**config.mk**
```make
export PLATFORM = sky130hd
export DESIGN_NAME = prog_loader_flat
export DESIGN_NICKNAME = d
export VERILOG_FILES = /design/src/rtl/prog_loader_pkg.sv /design/src/rtl/prog_loader_if.sv /design/src/rtl/mem_port_mux.sv /design/src/rtl/prog_loader.sv /design/src/flat_wrapper.sv
export SDC_FILE = /design/constraint.sdc
export NUM_CORES = 1
export LEC_CHECK = 0
export CORE_MARGIN = 2
export CORE_UTILIZATION = 43
export DETAILED_ROUTE_END_ITERATION = 12
export PLACE_DENSITY_LB_ADDON = 0.12
export SYNTH_ARGS = -nofsm -noshare
export SYNTH_HDL_FRONTEND = slang
export SYNTH_SLANG_ARGS = --single-unit
export TNS_END_PERCENT = 50
```
**constraint.sdc**
```tcl
create_clock -name clk -period 3.5 [get_ports clk]
set_clock_uncertainty 0.2 [all_clocks]
set_input_delay 1.05 -clock clk [delete_from_list [all_inputs] [get_ports clk]]
set_output_delay 1.05 -clock clk [all_outputs]
set_load 0.05 [all_outputs]
```
**src/rtl/prog_loader_pkg.sv**
```systemverilog
// Shared state type and address-map constants for the program loader.
// PROG_LOADER_READBACK_EN adds the SRAM read states MRD/MWAIT.
package prog_loader_pkg;
    localparam logic [11:0] CTRL_OFF   = 12'h800;
    localparam logic [11:0] STATUS_OFF = 12'h804;
    localparam logic [11:0] MEM_LIMIT  = 12'h7FC;
    localparam int          CNT_W      = 11;

    typedef enum logic [2:0] {
        S_IDLE,
        S_MWR,
`ifdef PROG_LOADER_READBACK_EN
        S_MRD,
        S_MWAIT,
`endif
        S_REG,
        S_DONE
    } state_t;
endpackage

```
**src/rtl/prog_loader_if.sv**
```systemverilog
// Wishbone classic slave bus between the management SoC and the loader.
interface prog_loader_if;
    import prog_loader_pkg::*;
    logic        wbs_cyc_i;
    logic        wbs_stb_i;
    logic        wbs_we_i;
    logic [3:0]  wbs_sel_i;
    logic [31:0] wbs_adr_i;
    logic [31:0] wbs_dat_i;
    logic        wbs_ack_o;
    logic [31:0] wbs_dat_o;

    modport master (output wbs_cyc_i, wbs_stb_i, wbs_we_i, wbs_sel_i, wbs_adr_i, wbs_dat_i,
                    input  wbs_ack_o, wbs_dat_o);
    modport slave  (input  wbs_cyc_i, wbs_stb_i, wbs_we_i, wbs_sel_i, wbs_adr_i, wbs_dat_i,
                    output wbs_ack_o, wbs_dat_o);
endinterface

```
**src/rtl/mem_port_mux.sv**
```systemverilog
// RUN-selected SRAM port mux: loader registers when stopped, CPU pass-through when running.
module mem_port_mux
    import prog_loader_pkg::*;
#(
    parameter int ADDR_W = 10,
    parameter int DATA_W = 16
) (
    input  logic              run,
    input  logic [ADDR_W-1:0] ld_addr,
    input  logic [DATA_W-1:0] ld_din,
    input  logic              ld_csb,
    input  logic              ld_web,
    input  logic [1:0]        ld_wmask,
    input  logic [ADDR_W-1:0] cpu_addr,
    input  logic [DATA_W-1:0] cpu_dout,
    input  logic              cpu_csb,
    input  logic              cpu_web,
    output logic [DATA_W-1:0] cpu_din,
    input  logic [DATA_W-1:0] mem_dout,
    output logic [ADDR_W-1:0] mem_addr,
    output logic [DATA_W-1:0] mem_din,
    output logic              mem_csb,
    output logic              mem_web,
    output logic [1:0]        mem_wmask
);
    always_comb begin
        mem_addr  = ld_addr;
        mem_din   = ld_din;
        mem_csb   = ld_csb;
        mem_web   = ld_web;
        mem_wmask = ld_wmask;
        cpu_din   = '0;
        if (run) begin
            mem_addr  = cpu_addr;
            mem_din   = cpu_dout;
            mem_csb   = cpu_csb;
            mem_web   = cpu_web;
            mem_wmask = 2'b11;
            cpu_din   = mem_dout;
        end
    end
endmodule

```
**src/rtl/prog_loader.sv**
```systemverilog
// Wishbone program loader and SRAM port arbiter for the 16-bit CPU.
// Define PROG_LOADER_READBACK_EN to enable SRAM readback over Wishbone.
module prog_loader
    import prog_loader_pkg::*;
#(
    parameter int          ADDR_W   = 10,
    parameter int          DATA_W   = 16,
    parameter logic [31:0] BASE_ADR = 32'h3000_0000
) (
    input  logic              clk,
    input  logic              rst,
    prog_loader_if.slave      wb,
    input  logic [ADDR_W-1:0] cpu_addr,
    input  logic [DATA_W-1:0] cpu_dout,
    input  logic              cpu_csb,
    input  logic              cpu_web,
    output logic [DATA_W-1:0] cpu_din,
    output logic [ADDR_W-1:0] mem_addr,
    output logic [DATA_W-1:0] mem_din,
    output logic              mem_csb,
    output logic              mem_web,
    output logic [1:0]        mem_wmask,
    input  logic [DATA_W-1:0] mem_dout,
    output logic              cpu_rst_o
);
    state_t            state;
    logic              run;
    logic [CNT_W-1:0]  count;
    logic [11:0]       req_off;
    logic              req_we;
    logic [ADDR_W-1:0] ld_addr;
    logic [DATA_W-1:0] ld_din;
    logic              ld_csb, ld_web;
    logic [1:0]        ld_wmask;

    logic [31:0] off_full;
    logic [11:0] off;
    logic        hit, is_mem;
    assign off_full = wb.wbs_adr_i - BASE_ADR;
    assign off      = off_full[11:0];
    assign hit      = (off_full[31:12] == '0);
    assign is_mem   = (off <= MEM_LIMIT);

    logic unused_ok;
    assign unused_ok = ^{wb.wbs_sel_i[3:2], wb.wbs_dat_i[31:DATA_W]};

    always_ff @(posedge clk) begin
        if (rst) begin
            state        <= S_IDLE;
            wb.wbs_ack_o <= 1'b0;
            wb.wbs_dat_o <= '0;
            ld_addr      <= '0;
            ld_din       <= '0;
            ld_csb       <= 1'b1;
            ld_web       <= 1'b1;
            ld_wmask     <= '0;
            run          <= 1'b0;
            count        <= '0;
            req_off      <= '0;
            req_we       <= 1'b0;
            cpu_rst_o    <= 1'b1;
        end else begin
            cpu_rst_o    <= ~run;
            wb.wbs_ack_o <= 1'b0;
            ld_csb       <= 1'b1;
            ld_web       <= 1'b1;
            case (state)
                S_IDLE: if (wb.wbs_cyc_i && wb.wbs_stb_i && hit) begin
                    req_off <= off;
                    req_we  <= wb.wbs_we_i;
                    // Window accesses the loader cannot serve take the REG path
                    // so every non-SRAM access acks with the same latency.
                    state   <= S_REG;
                    if (is_mem && !run) begin
                        ld_addr <= off[ADDR_W+1:2];
                        if (wb.wbs_we_i) begin
                            ld_din   <= wb.wbs_dat_i[DATA_W-1:0];
                            ld_wmask <= wb.wbs_sel_i[1:0];
                            ld_csb   <= 1'b0;
                            ld_web   <= 1'b0;
                            state    <= S_MWR;
                        end else begin
`ifdef PROG_LOADER_READBACK_EN
                            ld_csb <= 1'b0;
                            state  <= S_MRD;
`endif
                        end
                    end
                end
                S_MWR: begin
                    if (count != {CNT_W{1'b1}}) count <= count + 1'b1;
                    wb.wbs_ack_o <= 1'b1;
                    state        <= S_DONE;
                end
`ifdef PROG_LOADER_READBACK_EN
                S_MRD: state <= S_MWAIT;
                S_MWAIT: begin
                    wb.wbs_dat_o <= {{(32-DATA_W){1'b0}}, mem_dout};
                    wb.wbs_ack_o <= 1'b1;
                    state        <= S_DONE;
                end
`endif
                S_REG: begin
                    if (req_we) begin
                        if (req_off == CTRL_OFF) run <= wb.wbs_dat_i[0];
                    end else begin
                        case (req_off)
                            CTRL_OFF:   wb.wbs_dat_o <= {31'b0, run};
                            STATUS_OFF: wb.wbs_dat_o <= {{(16-CNT_W){1'b0}}, count, 15'b0, run};
                            default:    wb.wbs_dat_o <= '0;
                        endcase
                    end
                    wb.wbs_ack_o <= 1'b1;
                    state        <= S_DONE;
                end
                S_DONE:  state <= S_IDLE;
                default: state <= S_IDLE;
            endcase
        end
    end

    mem_port_mux #(.ADDR_W(ADDR_W), .DATA_W(DATA_W)) u_mux (
        .run       (run),
        .ld_addr   (ld_addr),
        .ld_din    (ld_din),
        .ld_csb    (ld_csb),
        .ld_web    (ld_web),
        .ld_wmask  (ld_wmask),
        .cpu_addr  (cpu_addr),
        .cpu_dout  (cpu_dout),
        .cpu_csb   (cpu_csb),
        .cpu_web   (cpu_web),
        .cpu_din   (cpu_din),
        .mem_dout  (mem_dout),
        .mem_addr  (mem_addr),
        .mem_din   (mem_din),
        .mem_csb   (mem_csb),
        .mem_web   (mem_web),
        .mem_wmask (mem_wmask)
    );
endmodule

```
**src/flat_wrapper.sv**
```systemverilog
// flat-port wrapper written by rule: the top's interface ports become plain ports
module prog_loader_flat import prog_loader_pkg::*;
#(
    parameter int          ADDR_W   = 10,
    parameter int          DATA_W   = 16,
    parameter logic [31:0] BASE_ADR = 32'h3000_0000
)
  (clk, rst, cpu_addr, cpu_dout, cpu_csb, cpu_web, cpu_din, mem_addr, mem_din, mem_csb, mem_web, mem_wmask, mem_dout, cpu_rst_o, wb_wbs_cyc_i, wb_wbs_stb_i, wb_wbs_we_i, wb_wbs_sel_i, wb_wbs_adr_i, wb_wbs_dat_i, wb_wbs_ack_o, wb_wbs_dat_o);
  prog_loader_if wb_i ();
  input  logic clk;
  input  logic rst;
  input  logic [ADDR_W-1:0] cpu_addr;
  input  logic [DATA_W-1:0] cpu_dout;
  input  logic cpu_csb;
  input  logic cpu_web;
  output logic [DATA_W-1:0] cpu_din;
  output logic [ADDR_W-1:0] mem_addr;
  output logic [DATA_W-1:0] mem_din;
  output logic mem_csb;
  output logic mem_web;
  output logic [1:0] mem_wmask;
  input  logic [DATA_W-1:0] mem_dout;
  output logic cpu_rst_o;
  input wire logic [$bits(wb_i.wbs_cyc_i)-1:0] wb_wbs_cyc_i;
  input wire logic [$bits(wb_i.wbs_stb_i)-1:0] wb_wbs_stb_i;
  input wire logic [$bits(wb_i.wbs_we_i)-1:0] wb_wbs_we_i;
  input wire logic [$bits(wb_i.wbs_sel_i)-1:0] wb_wbs_sel_i;
  input wire logic [$bits(wb_i.wbs_adr_i)-1:0] wb_wbs_adr_i;
  input wire logic [$bits(wb_i.wbs_dat_i)-1:0] wb_wbs_dat_i;
  output wire logic [$bits(wb_i.wbs_ack_o)-1:0] wb_wbs_ack_o;
  output wire logic [$bits(wb_i.wbs_dat_o)-1:0] wb_wbs_dat_o;
  assign wb_i.wbs_cyc_i = wb_wbs_cyc_i;
  assign wb_i.wbs_stb_i = wb_wbs_stb_i;
  assign wb_i.wbs_we_i = wb_wbs_we_i;
  assign wb_i.wbs_sel_i = wb_wbs_sel_i;
  assign wb_i.wbs_adr_i = wb_wbs_adr_i;
  assign wb_i.wbs_dat_i = wb_wbs_dat_i;
  assign wb_wbs_ack_o = wb_i.wbs_ack_o;
  assign wb_wbs_dat_o = wb_i.wbs_dat_o;
  prog_loader #(.ADDR_W(ADDR_W), .DATA_W(DATA_W), .BASE_ADR(BASE_ADR)) u_core (.clk(clk), .rst(rst), .wb(wb_i), .cpu_addr(cpu_addr), .cpu_dout(cpu_dout), .cpu_csb(cpu_csb), .cpu_web(cpu_web), .cpu_din(cpu_din), .mem_addr(mem_addr), .mem_din(mem_din), .mem_csb(mem_csb), .mem_web(mem_web), .mem_wmask(mem_wmask), .mem_dout(mem_dout), .cpu_rst_o(cpu_rst_o));
endmodule
```
==> metrics.yaml <==
layout_min_cycle_time_ns: 3.15
crit_path_start_kind: "input port"
setup_viol: 0
finalHoldViolations: 0
cts_hold_buf: 0
p_clk_share_pct: 37.4
rrSetupSlack_ns: 1.20
cts_buffers: 9
clk_latency_ns: 0.34
dr.first_iter.drc_count: 155
route.vias.total: 3864
dr.pass1.iters: 5
drive_gt1_share_pct: 23.7
maxSlewHeadroom_pct: 40.0
synth_edf_count: 0
cp_max_fo: 1
num_antenna_cells: 0
finalNetCount: 695
wl_um: 11300
row_count: 34
cp.arrival_ns: 1.90
syn_area_um2: 3810
worstHoldPathType: "flop to flop"
rr_worst_depth: 6
post_dp_cell_area_um2: 5830
fillers: 670
criticalPathCategory: "input port to primary output"
syn_avg_cell_area_um2: 8.79
rsz0062_at_grt: "false"
post_cts_buffers: 0
clockBufferDepth: 2
final_util_pct: 70.2
synth.distinct_cells: 50
multi_input_area_um2: 2150
netlist_instances: 433
tightest_slew_ns: 0.893
die-area_um2: 9620
seq_area_um2: 1400
final_cells: 686
combPwrFrac_pct: 20.3
p_total_mw: 2.00
cap_violations: 0
viasPerCell: 5.63
tns_ns: 0
final_area_um2: 6060
endpoint: "mem_addr[5]"
dp_hpwl_um: 8250
clock.fmax_mhz: 317
core_um2: 8640
grt_use_total_pct: 23.6
slew_violations: 0
yosysSeqAreaShare_pct: 36.8
status: "completed"
cts_root_buf: "clkbuf_8"
syn_to_final_growth_pct: 59.2
die_h_um: 98.1
portBuffers: 158
fin_crit_sh_pct: 90.0
p_seq_share_pct: 42.3
cts_tree: "done"
sw_frac_of_total_pct: 27.9
crit_path_end_kind: "primary output"
ys_ff_latch: 70
cp.required_ns: 2.25
netSwitchingPower_mw: 0.558
p_int_mw: 1.44
p_leak_nw: 2.12
grt_max_degree: 45
yosysWarnings: 0
p_per_area_nw_per_um2: 330
r2r-end: "u_core.state[1]"
ir_drop_mv: 0.217
clk_pin_slew_worst_paths_ns: 0.07
gr-total-overflow: 0
async_flop_share_pct: 0
clkSinkCount: 70
drcViolationCount: 0
cts_resized: 0
die_w_um: 98.1
grt_pass1_vias: 3814
io_pins: 197
gp_congestion: 0.868
htreeDepth: 3
timing.rr.start: "u_core.run"
start_util_pct: 44.1
synth_flop_cell: "dfxtp_1"
startpoint: "cpu_addr[5]"
drtAntennaViolNets: 0
grt_pass1_wl_um: 18400
antenna_found_initial: 0
avgRoutedWirePerCell_um: 16.5
placed_cells: 670
-- stage by stage --
stage,setup WS [ns],hold slack (ns)
floorplan,0.788,0.239
global placement,0.336,0.247
detailed placement,0.217,0.253
CTS,0.346,0.263
global route,0.311,0.294
finish,0.349,0.258
-- final cells by class --
class	instances	area share [%]
Clock buffer	11	2.50
Clock inverter	5	1.34
Multi-Input combinational cell	320	35.4
Tap cell	108	2.23
Timing Repair Buffer	169	35.2
Inverter	3	0.186
Sequential cell	70	23.1
-- cells in the mapped netlist, types with 2 or more instances --
library cell	n	area (um^2)
a2111oi_0	2	17.5
a211oi_1	2	15.0
a21oi_1	43	215
a22oi_2	10	125
and2_1	17	106
and4bb_2	2	25.0
buf_2	13	65.1
buf_4	21	158
clkbuf_1	24	90.1
dfxtp_1	70	1400
ha_1	5	62.6
inv_1	3	11.3
mux2_2	27	304
mux2i_1	3	30.0
nand2_1	11	41.3
nand2b_1	3	18.8
nand3_1	19	95.1
nand3b_1	2	15.0
nand4_1	31	194
nor2_1	21	78.8
nor2_2	10	62.6
nor2b_1	3	18.8
nor3_1	14	70.1
nor3b_1	2	15.0
nor4_1	7	43.8
o21ai_0	14	70.1
o221a_2	2	22.5
o31a_1	2	17.5
o31ai_1	28	210
or2_2	2	12.5
-- sequential cells by signal, indices dropped and copies added, names as in the netlist --
register             flops
u_core.count            11
u_core.cpu_rst_o         1
u_core.ld_addr          10
u_core.ld_csb            1
u_core.ld_din           16
u_core.ld_wmask          2
u_core.req_off          12
u_core.req_we            1
u_core.run               1
u_core.state             2
u_core.wb.wbs_ack_o      1
u_core.wb.wbs_dat_o     12
-- placed cells by master (no fill, tap or decap), drive strengths merged, types with 12 or more instances in the layout --
cell	n
clkdlybuf4s50	111
dfxtp	70
buf	58
a21oi	43
nand4	31
nor2	31
o31ai	29
mux2	27
conb	20
nand3	19
and2	17
nor3	14
o21ai	14
nand2	12
-- logic make-up after synthesis --
kind of cell | Yosys count | synth area share, %
other | 1 | 0.0985
XOR/XNOR | 1 | 0.230
adder cells (fa/ha/maj) | 5 | 1.64
AO/OA/AOI/OAI | 109 | 19.8
flip-flops | 70 | 36.8
AND/OR/NAND/NOR | 155 | 23.9
buffers and inverters | 62 | 8.81
multiplexers | 30 | 8.77
-- layer usage --
metal / vias up / routed length, um / share of wire [%] / track usage (%)
met5: - / 0 / 0 / 0
li1: 1850 / - / - / -
met4: 0 / 202 / 1.8 / 6.84
met1: 1850 / 4260 / 38 / 26.5
met3: 16 / 810 / 7.1 / 7.09
met2: 148 / 6070 / 54 / 42.8
-- critical path, cell delays in order --
cell	delay [ns]
clkdlybuf4s50_1	0.40
mux2_2	0.29
buf_12	0.15
-- power by group through the flow --
stage | Sequential (mW) | Combinational [mW] | Clock, mW
after global placement | 0.864 | 0.395 | 0
after detailed placement | 0.865 | 0.402 | 0
after global routing | 0.851 | 0.437 | 0.798
after CTS | 0.846 | 0.405 | 0.768
after floorplan | 0.881 | 0.238 | 0
final | 0.846 | 0.405 | 0.749
-- worst min path at each step --
stage,cells after the start,startpoint,end,slack (ns)
3_5_place_dp,2,u_core.wb.wbs_dat_o[0],u_core.wb.wbs_dat_o[0],0.25
6_report,2,u_core.wb.wbs_dat_o[0],u_core.wb.wbs_dat_o[0],0.26
2_1_floorplan,2,u_core.ld_wmask[0],u_core.ld_wmask[0],0.24
3_3_place_gp,2,u_core.ld_wmask[1],u_core.ld_wmask[1],0.25
5_1_grt,2,u_core.ld_din[4],u_core.ld_din[4],0.29
4_1_cts,2,u_core.wb.wbs_dat_o[0],u_core.wb.wbs_dat_o[0],0.26
No activity file was read; power rests on OpenSTA's default activity.
